<file path="src/rtl/ws2812_rx.sv">
// ws2812_rx: WS2812 single-wire receive decoder.
// Measures high-pulse widths on a synchronized din_in to recover bits,
// assembles 24-bit pixels MSB first with a per-frame index, and detects
// the long-low reset code that terminates a frame.
//
// Ports:
//   clk_in          clock (200 MHz)
//   rst_n_in        asynchronous active-low reset
//   din_in          asynchronous serial WS2812 data input
//   pixel_rdy_out   one-cycle strobe, pixel_data_out/pixel_idx_out valid
//   pixel_data_out  received pixel, first-received bit in [23]
//   pixel_idx_out   0-based pixel index within the current frame
//   frame_done_out  one-cycle strobe at reset code after at least one bit
//   err_out         one-cycle strobe on glitch, over-long high, or partial pixel
module ws2812_rx #(
    parameter int unsigned CNT_T_MIN = 20,
    parameter int unsigned CNT_T_TH  = 120,
    parameter int unsigned CNT_T_MAX = 400,
    parameter int unsigned CNT_RST   = 10000
) (
    input  logic        clk_in,
    input  logic        rst_n_in,
    input  logic        din_in,
    output logic        pixel_rdy_out,
    output logic [23:0] pixel_data_out,
    output logic [7:0]  pixel_idx_out,
    output logic        frame_done_out,
    output logic        err_out
);

    localparam int unsigned CNT_W = 16;
    localparam int unsigned BIT_W = 5;
    localparam int unsigned PIX_W = 24;
    localparam int unsigned IDX_W = 8;

    localparam logic [CNT_W-1:0] CNT_SAT  = '1;
    localparam logic [CNT_W-1:0] T_MIN    = CNT_W'(CNT_T_MIN);
    localparam logic [CNT_W-1:0] T_TH     = CNT_W'(CNT_T_TH);
    localparam logic [CNT_W-1:0] T_MAX    = CNT_W'(CNT_T_MAX);
    localparam logic [CNT_W-1:0] RST_LAST = CNT_W'(CNT_RST - 1);
    localparam logic [CNT_W-1:0] RST_VAL  = CNT_W'(CNT_RST);
    localparam logic [BIT_W-1:0] BIT_LAST = BIT_W'(PIX_W - 1);

    typedef enum logic [1:0] {
        SYNC = 2'd0,
        LOW  = 2'd1,
        HIGH = 2'd2
    } state_t;

    state_t            state, state_nxt;
    logic              s1, s2;
    logic [CNT_W-1:0]  hi_cnt, hi_cnt_nxt;
    logic [CNT_W-1:0]  lo_cnt, lo_cnt_nxt;
    logic [BIT_W-1:0]  bit_cnt, bit_cnt_nxt;
    logic [PIX_W-1:0]  shift_reg, shift_reg_nxt;
    logic [IDX_W-1:0]  pix_idx, pix_idx_nxt;
    logic              bit_seen, bit_seen_nxt;
    logic              pixel_rdy_nxt;
    logic [PIX_W-1:0]  pixel_data_nxt;
    logic [IDX_W-1:0]  pixel_idx_nxt;
    logic              frame_done_nxt;
    logic              err_nxt;

    logic [CNT_W-1:0]  hi_inc, lo_inc;
    logic              bit_val;

    // Two-flop synchronizer for the asynchronous data pin
    always_ff @(posedge clk_in or negedge rst_n_in) begin
        if (!rst_n_in) begin
            s1 <= 1'b0;
            s2 <= 1'b0;
        end else begin
            s1 <= din_in;
            s2 <= s1;
        end
    end

    // Saturating increments
    assign hi_inc  = (hi_cnt == CNT_SAT) ? hi_cnt : hi_cnt + CNT_W'(1);
    assign lo_inc  = (lo_cnt == CNT_SAT) ? lo_cnt : lo_cnt + CNT_W'(1);
    assign bit_val = (hi_cnt >= T_TH);

    // State and datapath registers
    always_ff @(posedge clk_in or negedge rst_n_in) begin
        if (!rst_n_in) begin
            state          <= SYNC;
            hi_cnt         <= '0;
            lo_cnt         <= '0;
            bit_cnt        <= '0;
            shift_reg      <= '0;
            pix_idx        <= '0;
            bit_seen       <= 1'b0;
            pixel_rdy_out  <= 1'b0;
            pixel_data_out <= '0;
            pixel_idx_out  <= '0;
            frame_done_out <= 1'b0;
            err_out        <= 1'b0;
        end else begin
            state          <= state_nxt;
            hi_cnt         <= hi_cnt_nxt;
            lo_cnt         <= lo_cnt_nxt;
            bit_cnt        <= bit_cnt_nxt;
            shift_reg      <= shift_reg_nxt;
            pix_idx        <= pix_idx_nxt;
            bit_seen       <= bit_seen_nxt;
            pixel_rdy_out  <= pixel_rdy_nxt;
            pixel_data_out <= pixel_data_nxt;
            pixel_idx_out  <= pixel_idx_nxt;
            frame_done_out <= frame_done_nxt;
            err_out        <= err_nxt;
        end
    end

    // Next-state and output decode
    always_comb begin
        state_nxt      = state;
        hi_cnt_nxt     = hi_cnt;
        lo_cnt_nxt     = lo_cnt;
        bit_cnt_nxt    = bit_cnt;
        shift_reg_nxt  = shift_reg;
        pix_idx_nxt    = pix_idx;
        bit_seen_nxt   = bit_seen;
        pixel_rdy_nxt  = 1'b0;
        pixel_data_nxt = pixel_data_out;
        pixel_idx_nxt  = pixel_idx_out;
        frame_done_nxt = 1'b0;
        err_nxt        = 1'b0;

        unique case (state)
            // Disarmed: wait for a full reset code before decoding
            SYNC: begin
                if (s2) begin
                    lo_cnt_nxt = '0;
                end else if (lo_cnt == RST_LAST) begin
                    // Load past the reset test so LOW does not report a frame end
                    state_nxt    = LOW;
                    lo_cnt_nxt   = RST_VAL;
                    bit_cnt_nxt  = '0;
                    pix_idx_nxt  = '0;
                    bit_seen_nxt = 1'b0;
                end else begin
                    lo_cnt_nxt = lo_inc;
                end
            end

            LOW: begin
                if (s2) begin
                    state_nxt  = HIGH;
                    hi_cnt_nxt = CNT_W'(1);
                    lo_cnt_nxt = '0;
                end else begin
                    lo_cnt_nxt = lo_inc;
                    // Equality test fires once per low interval
                    if (lo_cnt == RST_LAST) begin
                        frame_done_nxt = bit_seen;
                        err_nxt        = (bit_cnt != '0);
                        bit_cnt_nxt    = '0;
                        pix_idx_nxt    = '0;
                        bit_seen_nxt   = 1'b0;
                    end
                end
            end

            HIGH: begin
                if (s2) begin
                    hi_cnt_nxt = hi_inc;
                    // Stuck-high line: abandon the frame and resynchronize
                    if (hi_inc >= T_MAX) begin
                        state_nxt    = SYNC;
                        lo_cnt_nxt   = '0;
                        err_nxt      = 1'b1;
                        bit_cnt_nxt  = '0;
                        pix_idx_nxt  = '0;
                        bit_seen_nxt = 1'b0;
                    end
                end else begin
                    state_nxt  = LOW;
                    lo_cnt_nxt = CNT_W'(1);
                    if (hi_cnt < T_MIN) begin
                        err_nxt = 1'b1;
                    end else begin
                        shift_reg_nxt = {shift_reg[PIX_W-2:0], bit_val};
                        bit_seen_nxt  = 1'b1;
                        if (bit_cnt == BIT_LAST) begin
                            bit_cnt_nxt    = '0;
                            pixel_rdy_nxt  = 1'b1;
                            pixel_data_nxt = {shift_reg[PIX_W-2:0], bit_val};
                            pixel_idx_nxt  = pix_idx;
                            pix_idx_nxt    = pix_idx + IDX_W'(1);
                        end else begin
                            bit_cnt_nxt = bit_cnt + BIT_W'(1);
                        end
                    end
                end
            end

            default: begin
                state_nxt = SYNC;
            end
        endcase
    end

endmodule

</file>
<file path="config.mk">
export PLATFORM = sky130hd
export DESIGN_NAME = ws2812_rx
export DESIGN_NICKNAME = d
export VERILOG_FILES = /design/src/rtl/ws2812_rx.sv
export SDC_FILE = /design/constraint.sdc
export NUM_CORES = 1
export LEC_CHECK = 0
export ABC_AREA = 1
export ABC_CLOCK_PERIOD_IN_PS = 5600
export CAP_MARGIN = 10
export CORE_ASPECT_RATIO = 1.4
export CORE_MARGIN = 2
export CORE_UTILIZATION = 25
export DETAILED_ROUTE_END_ITERATION = 16
export GPL_TIMING_DRIVEN = 1
export PLACE_DENSITY = 0.42
export SETUP_SLACK_MARGIN = 0.2
export SLEW_MARGIN = 10
export SYNTH_ARGS = -nofsm -noshare
export SYNTH_HDL_FRONTEND = slang
export SYNTH_SLANG_ARGS = --single-unit
export TNS_END_PERCENT = 100
</file>
<file path="constraint.sdc">
create_clock -name clk_in -period 5.6 [get_ports clk_in]
set_clock_uncertainty 0.15 [all_clocks]
set_input_delay 0.84 -clock clk_in [delete_from_list [all_inputs] [get_ports clk_in]]
set_output_delay 0.84 -clock clk_in [all_outputs]
set_load 0.01 [all_outputs]
</file>
==> run_results.csv, run 1 <==
group,metric,value,unit
place,dp_hpwl,9870,um
power_and_ir_drop,p_int,0.00112,W
detailed_routing,postRouteWirelength,13900,um
cts,tritoncts,"built",
floorplanning,ios,38,
layout,utilization,0.295,
worst_setup_path,crit_path_start_kind,"register",
cts,clkSinkCount,108,
power_and_ir_drop,p_per_area,221,mW/mm2
cts,clk_pin_slew_worst_paths,0.08,ns
yosys,syn-num-nets,753,
sta,setup_violations,0,
detailed_routing,drtPass1Iterations,5,
power_and_ir_drop,power_frac_seq,0.535,
worst_setup_path,r2r_cells,11,
cts,cts.path.max_buffers,2,
sta,fin_crit,3.34,ns
global_route,grt_pass1_vias,4882,
power_and_ir_drop,power_frac_comb,0.019,
yosys,syn_area_per_cell,7.72,um2
detailed_routing,dr_total_vias,4709,
power_and_ir_drop,p_sw,0.000353,W
yosys,ys_seq_elements,108,
outcome,run_status,"finished, final reports clean",
floorplanning,dieHeight,183,um
worst_hold_path,worstHoldPathType,"register to register",
power_and_ir_drop,leakagePower,2.94,nW
power_and_ir_drop,power.total,0.00147,W
worst_setup_path,critPathMaxStageDelay,0.68,ns
worst_setup_path,required,5.66,ns
floorplanning,row_count,65,
sta,slew_headroom,0.430,
floorplanning,dieArea,0.0241,mm2
yosys,ys_types,36,
detailed_routing,drc,0,
worst_setup_path,critical_path.cell_chain,"inv_1 -> ha_1 -> inv_1 -> nor2_4 -> inv_1 -> nor2_4 -> inv_2 -> nor2_4 -> inv_2 -> nand2_1 -> o21ai_0",
sta,rsz0062_at_grt,"false",
worst_setup_path,critical_path_class,"register to register",
worst_setup_path,crit_fanout,57,
cts,cts.repair.resized,0,
power_and_ir_drop,ir_drop,0.000135,V
power_and_ir_drop,p_clk_frac,0.446,
worst_setup_path,cp_slowest_cell,"nor2_4",
cts,cts_hold_buf,0,
worst_setup_path,crit_path_end_kind,"register",
yosys,syn_inst,740,
worst_setup_path,r2r_start,"state[0]",
layout,area_delta_synth_final,16.4,%
power_and_ir_drop,p_sw_frac,0.241,
cts,root_buffer,"clkbuf_16",
global_route,track_usage,0.124,
sta,maxSlewViolCount,0,
global_route,grt_pass1_wl,24400,um
detailed_routing,wl_per_cell,13.0,um
sta,max_freq,0.299,GHz
worst_hold_path,hold_start,"s1",
cts,post_cts_buffers,0,
cts,htreeDepth,3,
layout,n_antenna_cell,0,
place,port_buffers,37,
sta,final.period_utilization,0.597,
cts,worst_skew_pair.late_latency,0.36,ns
job,cap_violations,0,
worst_setup_path,crit_start,"state[0]",
sta,hold_violations,0,
place,gp_congestion,0.759,
detailed_routing,route.antenna.remaining_nets,0,
worst_hold_path,hold_path_depth,0,
detailed_routing,drtIter0Drc,270,
yosys,synth_area,0.00571,mm2
sta,setup_tns,0,ns
floorplanning,core,0.0225,mm2
yosys,yosys_warnings,0,
sta,tightest_slew,0.852,ns
yosys,ys_seq_area_frac,0.473,
floorplanning,start_util,0.253,
cts,cts_buffers,9,
layout,drive_gt1_frac,0.0635,
global_route,antenna_found_initial,0,
global_route,overflow,0,
floorplanning,dieWidth,132,um
worst_setup_path,worstPathArrival,3.40,ns
detailed_routing,viasPerCell,4.39,
global_route,grt_max_degree,62,
layout,largest_reg_flops,24,
layout,num-nets-final,780,
==> per-layer routing <==
layer	GRT usage	part of all wire
met2	0.228	0.51
met3	0.0207	0.027
met4	0.0413	0.014
met5	0	0
met1	0.147	0.44
==> power groups by stage <==
stage	Combinational, W	Clock, W	Sequential, W
5_1_grt	0.0000340	0.000719	0.000787
6_report	0.0000278	0.000655	0.000786
3_5_place_dp	0.0000306	0	0.000802
3_3_place_gp	0.0000305	0	0.000802
4_1_cts	0.0000304	0.000687	0.000786
2_1_floorplan	0.0000104	0	0.000799
==> layout make-up <==
| cell class | count | area, um2 |
|---|---|---|
| Fill cell | 2505 | 15900 |
| Timing Repair Buffer | 39 | 383 |
| Tap cell | 301 | 377 |
| Inverter | 95 | 357 |
| Clock buffer | 10 | 239 |
| Sequential cell | 108 | 2700 |
| Clock inverter | 6 | 62.6 |
| Multi-Input combinational cell | 514 | 2520 |
==> logic make-up (layout without fill, tap and decap cells) <==
logic type,after synthesis,count (layout),share of synthesized area
flip-flops,108,108,0.473
XOR/XNOR,15,15,0.0230
adder cells (fa/ha/maj),10,10,0.0219
AO/OA/AOI/OAI,104,104,0.0986
AND/OR/NAND/NOR,385,385,0.298
buffers and inverters,118,150,0.0846
==> critical path, delay by kind of cell (launching register included) <==
family | cells | cell delay (ns)
compound gates | 1 | 0.09
buf+inv | 5 | 0.96
flops | 1 | 0.42
fa+ha+maj | 1 | 0.26
simple gates | 4 | 1.28
==> per-stage QoR <==
step                      area, um2  setup WS (ns)  cells  hold slack, ns
after detailed placement       6340           2.20   1057           0.186
after global placement         6340           2.30   1057           0.186
after floorplan                5710           3.38    740           0.181
after global routing           6640           1.76   1073           0.224
final                          6640           2.26   1073           0.201
after CTS                      6640           2.16   1073           0.205
==> final timing paths <==
kind	endpoint	slack [ns]
max in group asynchronous	bit_cnt[1]	3.74
min in group asynchronous	pixel_data_out[9]	0.40
hold / removal	s2	0.20
setup / recovery	pixel_data_out[1]	2.26
hold reg to reg	s2	0.20
setup reg to reg	pixel_data_out[1]	2.26
==> synth_stat cells <==
master / instances / area (um2)
dfrtp_1: 108 / 2700
nand3_2: 1 / 10.0
and3_1: 1 / 6.26
o211ai_1: 1 / 7.51
nor3_2: 1 / 10.0
nor2_4: 6 / 67.6
a221oi_1: 2 / 17.5
nor2_1: 51 / 191
a31oi_1: 1 / 6.26
nand2_2: 3 / 18.8
xor2_1: 14 / 123
o21ai_0: 63 / 315
nand3_4: 1 / 17.5
nand2_1: 216 / 811
buf_4: 6 / 45.0
inv_2: 6 / 22.5
ha_1: 10 / 125
o21ai_2: 3 / 26.3
xnor2_1: 1 / 8.76
or2_2: 2 / 12.5
buf_2: 2 / 10.0
nor4_1: 6 / 37.5
nor2_2: 4 / 25.0
clkinv_1: 3 / 11.3
clkbuf_1: 13 / 48.8
buf_6: 2 / 22.5
a21oi_1: 19 / 95.1
nor3_1: 16 / 80.1
inv_1: 86 / 323
nand2_4: 2 / 22.5
nand3_1: 60 / 300
o22ai_1: 10 / 62.6
a21oi_2: 1 / 8.76
a32oi_1: 1 / 8.76
o21ai_1: 3 / 15.0
nand4_1: 15 / 93.8
==> placed cells by master (no fill, tap or decap), types with 2 or more instances in the layout <==
cell	instances
a21oi_1	19
dfrtp_1	108
o22ai_1	10
nand2_1	216
o21ai_2	3
clkbuf_16	9
nor2_2	4
nor4_1	6
nand2_2	3
inv_2	6
buf_4	3
inv_6	4
o21ai_1	3
ha_1	10
or2_2	2
nor2_4	6
nand4_1	15
nor2_1	51
nor3_1	16
nand3_1	60
nand2_4	2
clkinv_1	3
a221oi_1	2
clkdlybuf4s50_1	36
inv_1	86
xor2_1	14
o21ai_0	63
Power figures use the tool's default switching activity.
==> run 2: changes to the inputs <==
Settings changed: ABC_CLOCK_PERIOD_IN_PS 5600 to 3200.
Clock period 5.6 ns to 3.2 ns, I/O delays scaled along.
==> run 2 against run 1 <==
Against the previous run: critical path depth up 2; critical endpoint is now lo_cnt[7]; highest routed layer unchanged; sequential share of layout area down 0.72 points; largest cell class unchanged; maximum frequency increased by 25%; final cell count rose by 1.2%; worst hold slack better by 0.0020 ns; utilization rose by 0.53 points; clock power rose by 82%; sequential cell count unchanged; power is 79% higher.
==> run_results.csv, run 2 (synthesized netlist as in run 1, its figures left out) <==
group,metric,value,unit
outcome,run_status,"finished, final reports clean",
detailed_routing,wl_per_cell,13.2,um
worst_setup_path,critical_path.cell_chain,"ha_1 -> inv_1 -> nor2_1 -> nand3_1 -> nand2_1 -> nand3_1 -> nor2_1 -> nand3_1 -> nor2_4 -> nand3_4 -> buf_4 -> nand3_1 -> nand2_1",
detailed_routing,dr_total_vias,4804,
cts,clk_pin_slew_worst_paths,0.08,ns
detailed_routing,postRouteWirelength,14300,um
floorplanning,dieWidth,132,um
sta,maxSlewViolCount,0,
global_route,track_usage,0.127,
sta,fin_ws,0.517,ns
place,dp_hpwl,10300,um
global_route,overflow,0,
place,gp_congestion,0.853,
layout,area_delta_synth_final,18.5,%
power_and_ir_drop,p_per_area,388,mW/mm2
worst_setup_path,r2r_start,"hi_cnt[0]",
cts,clkSinkCount,108,
worst_setup_path,r2r_cells,13,
worst_setup_path,crit_path_start_kind,"register",
worst_hold_path,worstHoldPathType,"register to register",
sta,slew_headroom,0.420,
floorplanning,dieArea,0.0241,mm2
floorplanning,row_count,65,
detailed_routing,drtIter0Drc,242,
sta,final.period_utilization,0.838,
worst_setup_path,crit_path_end_kind,"register",
floorplanning,ios,38,
cts,root_buffer,"clkbuf_16",
worst_setup_path,reg2reg_to,"lo_cnt[7]",
worst_setup_path,r2r_slack,0.52,ns
sta,fin_crit,2.68,ns
layout,drive_gt1_frac,0.0764,
worst_setup_path,crit_start,"hi_cnt[0]",
sta,rsz0062_at_grt,"false",
cts,htreeDepth,3,
cts,worst_skew_pair.late_latency,0.36,ns
global_route,antenna_found_initial,0,
place,dpl_cell_area,0.00644,mm2
layout,fin_area,0.00676,mm2
global_route,grt_pass1_vias,4954,
sta,setup_violations,0,
place,port_buffers,37,
power_and_ir_drop,ir_drop,0.000268,V
cts,cts.path.max_buffers,2,
global_route,grt_max_degree,59,
layout,num-nets-final,793,
layout,final_cell_mix,"nand2_1 (216), dfrtp_1 (108), inv_1 (86)",
floorplanning,start_util,0.253,
worst_setup_path,critPathMaxStageDelay,0.43,ns
worst_setup_path,crit_fanout,25,
detailed_routing,drtPass1Iterations,6,
global_route,grt_pass1_wl,24800,um
worst_setup_path,cp_slowest_cell,"dfrtp_1",
detailed_routing,route.antenna.remaining_nets,0,
cts,tritoncts,"built",
sta,tightest_slew,0.870,ns
detailed_routing,viasPerCell,4.42,
sta,max_freq,0.373,GHz
layout,final_common_cell,"nand2_1",
detailed_routing,drc,0,
cts,post_cts_buffers,0,
layout,largest_reg_flops,24,
worst_setup_path,worstPathArrival,2.78,ns
layout,n_antenna_cell,0,
worst_setup_path,critical_path_class,"register to register",
job,cap_violations,0,
worst_setup_path,crit_end,"lo_cnt[7]",
place,dp_worst_setup_slack,0.507,ns
power_and_ir_drop,leakagePower,3.00,nW
floorplanning,dieHeight,183,um
worst_setup_path,required,3.30,ns
sta,hold_violations,0,
cts,cts_buffers,9,
sta,setup_tns,0,ns
floorplanning,core,0.0225,mm2
worst_setup_path,critPathMostFrequentCell,"nand3_1",
-- run 2: cell types whose count changed in the layout (fill, tap and decap cells not counted), sizes merged --
cell,delta
buf,+12
dlygate4sd3,+1
inv,-1
bufinv,+1
-- run 2: layer usage --
metal | up-vias | track usage | share of wire
met4 | 0 | 0.0574 | 0.027
met3 | 25 | 0.0210 | 0.026
li1 | 2464 | - | -
met5 | - | 0 | 0
met2 | 77 | 0.232 | 0.52
met1 | 2238 | 0.144 | 0.43
-- run 2: layout make-up --
cell class / count / area [um2]
clock buffer: 10 / 229
clock inverter: 6 / 78.8
inverter: 95 / 357
fill: 2464 / 15800
multi-input combinational: 514 / 2520
timing repair buffer: 52 / 495
tap: 301 / 377
sequential: 108 / 2700
-- run 2: how the worst min path moves through the flow --
stage | from | slack (ns) | end | cells after the start
2_1_floorplan | rst_n_in | 0.03 | bit_cnt[0] | 0
3_3_place_gp | s1 | 0.20 | s2 | 0
3_5_place_dp | s1 | 0.19 | s2 | 0
4_1_cts | s1 | 0.21 | s2 | 0
5_1_grt | s1 | 0.22 | s2 | 0
6_report | s1 | 0.20 | s2 | 0
-- run 2: metrics by stage --
| step | hold slack (ns) | total power [W] | cells | util |
|---|---|---|---|---|
| final | 0.203 | 0.00262 | 1086 | 0.300 |
| after global routing | 0.218 | 0.00273 | 1086 | 0.300 |
| after CTS | 0.209 | 0.00268 | 1086 | 0.300 |
| after detailed placement | 0.192 | 0.00146 | 1069 | 0.286 |
| after global placement | 0.197 | 0.00146 | 1069 | 0.286 |
| after floorplan | 0.0344 | 0.00142 | 740 | - |
-- run 2: worst max-delay path, delay by kind of cell, from the launching register on --
| kind | cells | cell delay (ns) |
|---|---|---|
| adder cells (fa/ha/maj) | 1 | 0.29 |
| buffers and inverters | 2 | 0.36 |
| flip-flops | 1 | 0.43 |
| AND/OR/NAND/NOR | 10 | 1.33 |
-- run 2: power breakdown --
part	internal, W	total (W)	switching, W
Sequential	0.00137	0.00137	0.00000477
Combinational	0.0000146	0.0000578	0.0000432
Clock	0.000627	0.00119	0.000568
-- run 2: what timing repair did --
item,CTS,global route
endpoints found under the hold margin,30,0
hold buffers,1,0
resized for setup,0,0
